$ cat config.mk
export PLATFORM = sky130hd
export DESIGN_NAME = pipe_skid_reg
export DESIGN_NICKNAME = d
export VERILOG_FILES = /design/src/rtl/pipe_skid_reg.sv
export SDC_FILE = /design/constraint.sdc
export NUM_CORES = 1
export LEC_CHECK = 0
export CAP_MARGIN = 20
export CELL_PAD_IN_SITES_DETAIL_PLACEMENT = 1
export CELL_PAD_IN_SITES_GLOBAL_PLACEMENT = 1
export CORE_MARGIN = 5
export CORE_UTILIZATION = 35
export CTS_CLUSTER_DIAMETER = 40
export CTS_CLUSTER_SIZE = 12
export DETAILED_ROUTE_END_ITERATION = 8
export PLACE_DENSITY = 0.88
export RECOVER_POWER = 100
export SLEW_MARGIN = 0
export SYNTH_ARGS = -nofsm -noshare
export SYNTH_HDL_FRONTEND = slang
export SYNTH_SLANG_ARGS = --single-unit
$ cat constraint.sdc
create_clock -name clk -period 2.1 [get_ports clk]
set_input_delay 0.42 -clock clk [delete_from_list [all_inputs] [get_ports clk]]
set_output_delay 0.42 -clock clk [all_outputs]
set_load 0.005 [all_outputs]
$ cat src/rtl/pipe_skid_reg.sv
// Pipeline-stage register for instruction/PC with valid/ready handshake,
// a one-entry skid buffer, synchronous flush and a saturating stall counter.
module pipe_skid_reg #(
    parameter int unsigned         INSTR_W   = 32,
    parameter int unsigned         PC_W      = 32,
    parameter logic [PC_W-1:0]     RESET_PC  = PC_W'(32'h0000_3000),
    parameter logic [INSTR_W-1:0]  NOP_INSTR = INSTR_W'(32'h0000_0000),
    parameter int unsigned         CNT_W     = 16
) (
    input  logic                clk,
    input  logic                reset,
    input  logic                flush,
    input  logic                in_valid,
    output logic                in_ready,
    input  logic [INSTR_W-1:0]  in_instr,
    input  logic [PC_W-1:0]     in_pc,
    output logic                out_valid,
    input  logic                out_ready,
    output logic [INSTR_W-1:0]  out_instr,
    output logic [PC_W-1:0]     out_pc,
    output logic [1:0]          occupancy,
    output logic [CNT_W-1:0]    stall_cnt
);

    typedef enum logic [1:0] {
        EMPTY = 2'd0,
        ONE   = 2'd1,
        TWO   = 2'd2
    } state_t;

    state_t               state_q, state_d;
    logic [INSTR_W-1:0]   main_instr_d;
    logic [PC_W-1:0]      main_pc_d;
    logic [INSTR_W-1:0]   skid_instr_q, skid_instr_d;
    logic [PC_W-1:0]      skid_pc_q, skid_pc_d;
    logic                 accept_c;
    logic                 take_c;

    assign accept_c = in_valid & in_ready;
    assign take_c   = out_valid & out_ready;

    // Next state and entry contents; out_instr/out_pc are the main entry itself.
    always_comb begin
        state_d      = state_q;
        main_instr_d = out_instr;
        main_pc_d    = out_pc;
        skid_instr_d = skid_instr_q;
        skid_pc_d    = skid_pc_q;

        unique case (state_q)
            EMPTY: begin
                if (accept_c) begin
                    main_instr_d = in_instr;
                    main_pc_d    = in_pc;
                    state_d      = ONE;
                end
            end
            ONE: begin
                if (accept_c && take_c) begin
                    main_instr_d = in_instr;
                    main_pc_d    = in_pc;
                end else if (accept_c) begin
                    skid_instr_d = in_instr;
                    skid_pc_d    = in_pc;
                    state_d      = TWO;
                end else if (take_c) begin
                    state_d      = EMPTY;
                end
            end
            TWO: begin
                if (take_c) begin
                    main_instr_d = skid_instr_q;
                    main_pc_d    = skid_pc_q;
                    state_d      = ONE;
                end
            end
            default: state_d = EMPTY;
        endcase

        if (flush) begin
            state_d = EMPTY;
        end

        // Empty stage never exposes stale payload.
        if (state_d == EMPTY) begin
            main_instr_d = NOP_INSTR;
            main_pc_d    = RESET_PC;
        end
    end

    always_ff @(posedge clk) begin
        if (!reset) begin
            state_q      <= EMPTY;
            out_valid    <= 1'b0;
            in_ready     <= 1'b1;
            occupancy    <= 2'd0;
            out_instr    <= NOP_INSTR;
            out_pc       <= RESET_PC;
            skid_instr_q <= NOP_INSTR;
            skid_pc_q    <= RESET_PC;
            stall_cnt    <= '0;
        end else begin
            state_q      <= state_d;
            out_valid    <= (state_d != EMPTY);
            in_ready     <= (state_d != TWO);
            occupancy    <= state_d;
            out_instr    <= main_instr_d;
            out_pc       <= main_pc_d;
            skid_instr_q <= skid_instr_d;
            skid_pc_q    <= skid_pc_d;
            // Saturating count of back-pressured cycles; flush does not touch it.
            if (out_valid && !out_ready && (stall_cnt != {CNT_W{1'b1}})) begin
                stall_cnt <= stall_cnt + CNT_W'(1);
            end
        end
    end

endmodule

==> results.md <==
- RSZ-0062 raised after global routing: no
- Antenna diodes: 0
- Setup CP Type: flop to output port
- Synth Area in Compound Gates: 0.183
- R2R depth: 6
- Status: finished clean
- Drt wl/cell: 17.1 um
- Critical-path cell list: dlygate4sd3_1
- Peak supply drop: 0.000555 V
- Post-route cell area: 8440 um^2
- Routed Antenna Nets: 0
- Leak: between 0.003 and 0.004 uW
- Critical path's largest stage delay: 0.62 ns
- Worst setup EP type: output port
- Initial DRT Pass Iterations: 4
- First-pass GRT wire length: 31600 um
- DRC Markers: 0
- Resize count post-CTS: 0
- Number of buffers added on ports: 152
- Clk Latency, worst-skew pair: 0.42 ns
- Top delay family on crit path: buffers and inverters
- Async set-or-reset flop fraction in the synthesized netlist: 0
- Worst relative slew slack: 0.525
- Nets: 976
- Area growth from synthesis to layout: 42.9%
- Final Max Slew Viols: 0
- Largest family of logic cells by synthesized area: simple AND/OR/NAND/NOR gates
- RR Startpoint: out_valid
- Fmax: 511 MHz
- Seq/Total Area, Yosys: 0.502
- Main synth FF type: dfxtp_1
- Hold Path Class: flop to flop
- WP data arrival: approximately 1.5 ns
- Slowest CP cell: dlygate4sd3_1
- Critical path peak fanout: 8
- Mux cell area share after synthesis: 0.00508
- Synth top area share: 0.502
- CTS sink cnt: 148
- CTS clk-pin slew, worst paths: 0.06 ns
- Levels on crit path: 1
- Hold_sp: skid_pc_q[25]
- Worst hold path depth: 2
- Total power: 6410 uW
- Largest net degree at the start of global routing: 77
- Iter 0 DRT Violations: 227
- Worst Path Required: 1.68 ns
- Layout cells sized above 1: 0.0840
- Initial Util: 0.356
- H-tree lvl count: 4
- Die Wd: 140 um
- Total setup buffers inserted after CTS: 0
- Clock period minus worst slack: 1.96 ns
- Layout Skew: 0.00721 ns
- Number of setup violations in the final report: 0
- Average size of a mapped cell: 7.81 um^2
- Detail Placement HPWL: 12900 um
- Fin. Hold Viols: 0
- Ports: roughly 150
- Synth area leaders: dfxtp_1 50%, nand2_1 17%, a311oi_1 9.2%
- GPL Wtd Cong: 0.785
- Final period utilization: 0.931
- Yosys cell types: 40
- Worst Hold Path EP: skid_pc_q[25]
- Synthesis Warnings: 0
- Congestion Overflow GR: 0
- Leading area contributor after synthesis: dfxtp_1
- Num rows: 47
- Pwr Density: 759 nW/um^2
- Xor and xnor area share after synthesis: 0
- Reg2reg end: out_instr[22]
- CTS root buffer: clkbuf_16
- Reg2reg setup slack: 0.18 ns
- Number of buffers and inverters on the critical path: 1
- Worst-Margin Slew: between 0.7 and 0.8 ns
- Cells after synthesis: 756
- Total CTS buffers: 17
- Max Root-Sink Buffers: 2
- # hold bufs at CTS: 0
- Worst setup SP type: flop
- Core area: between 15000 and 20000 um^2
- Cell Area, Placed: 7960 um^2
- Die area: just under 20000 um^2
- Synthesized area: 5910 um^2
- Simple-gate share of the synthesized area: 0.267
- Vias in the first global route: 6171
- Routed WL: 19500 um
- Die height: 140 um
- Post-synth EDFFs: 0
- All-Layer GR Usage: 0.199
- Flip-flop and latch count after synthesis: 148
- Via density: roughly 5.2
- DR vias: between 5000 and 6000
- Synth Net Count: slightly above 800
- FILL cells: 1991
- Initial antenna violation count: 1
- Max-cap check violation count: 0
- TritonCTS clock tree: built
- Adder-Cell Fraction of Synth Area: 0.00212
-- synthesized netlist by cell type (5+ instances only) --
| cell | instances |
|---|---|
| nand2_1 | 267 |
| dfxtp_1 | 148 |
| a21oi_1 | 76 |
| nor2_1 | 66 |
| a311oi_1 | 62 |
| clkbuf_1 | 38 |
| buf_2 | 11 |
| o21ai_0 | 9 |
| nand4_1 | 8 |
| o31ai_1 | 8 |
| buf_1 | 7 |
| inv_1 | 6 |
| nand3_1 | 6 |
| or3_1 | 5 |
| or4_1 | 5 |
-- cell usage in the layout, fill, tap and decap left out, types with 5 or more instances in the layout --
cell,netlist,final
a21oi_1,76,76
a311oi_1,62,62
buf_12,0,10
buf_4,0,15
clkbuf_16,0,17
clkdlybuf4s50_1,0,69
clkinv_2,0,6
dfxtp_1,148,147
dlygate4sd3_1,0,83
inv_1,6,5
nand2_1,267,267
nand3_1,6,6
nand4_1,8,8
nor2_1,66,66
o21ai_0,9,9
o31ai_1,8,7
or3_1,5,5
or4_1,5,5
-- cells by family after synthesis --
logic type	Yosys count
buf+inv	62
mux	3
compound gates	162
fa+ha+maj	1
simple gates	380
flops	148
-- worst reg2reg max path, delay by kind of cell, from the launching register on --
family	cells	cell delay, ns
AOI/OAI and AO/OA	3	0.80
buffers and inverters	2	0.45
DFF	1	0.49
and+or+nand+nor	1	0.07
-- area by class of cell --
class / count / area, um^2 / share of cell area
Multi-Input combinational cell: 546 / 2730 / 0.324
Timing Repair Buffer: 187 / 1900 / 0.225
Inverter: 6 / 22.5 / 0.00267
Clock buffer: 20 / 467 / 0.0553
Sequential cell: 148 / 2960 / 0.351
Tap cell: 220 / 275 / 0.0326
Clock inverter: 10 / 83.8 / 0.00993
-- per-layer routing --
layer  GRT usage  vias to the layer above  part of all wire
met4      0.0683                        2             0.016
li1            -                     2895                 -
met2       0.342                      138              0.50
met3      0.0528                       26             0.051
met5           0                        -            0.0010
met1       0.241                     2869              0.43
-- power breakdown --
part	leakage [uW]	switching, uW	internal, uW
clock	0.000273	1160	1700
sequential	0.00120	44.3	2880
combinational	0.00180	320	312
total	0.00327	1520	4890
-- worst max-delay path by stage --
stage	from	end	slack (ns)
2_1_floorplan	out_ready	stall_cnt[13]	0.39
3_3_place_gp	out_ready	stall_cnt[13]	-0.1
3_5_place_dp	out_ready	out_instr[31]	-0.21
4_1_cts	state_q[1]	occupancy[1]	0.0004
5_1_grt	out_valid	out_pc[27]	0.06
6_report	out_valid	out_valid	0.14
-- flip-flops by register name (all words and copies together), names as in the netlist --
| name | count |
|---|---|
| out_pc | 32 |
| in_ready | 1 |
| out_valid | 1 |
| stall_cnt | 16 |
| out_instr | 32 |
| skid_instr_q | 32 |
| state_q | 2 |
| skid_pc_q | 32 |
-- through the flow --
step,cells,setup TNS [ns],utilization,setup slack [ns],hold slack [ns]
floorplan,756,0,-,0.389,0.437
global placement,1107,-4.57,0.480,-0.0990,0.442
detailed placement,1107,-7.08,0.480,-0.214,0.449
CTS,1137,0,0.513,0.000359,0.457
global route,1137,0,0.509,0.0551,0.474
finish,1137,0,0.509,0.145,0.454
No activity file was read; power rests on OpenSTA's default activity.
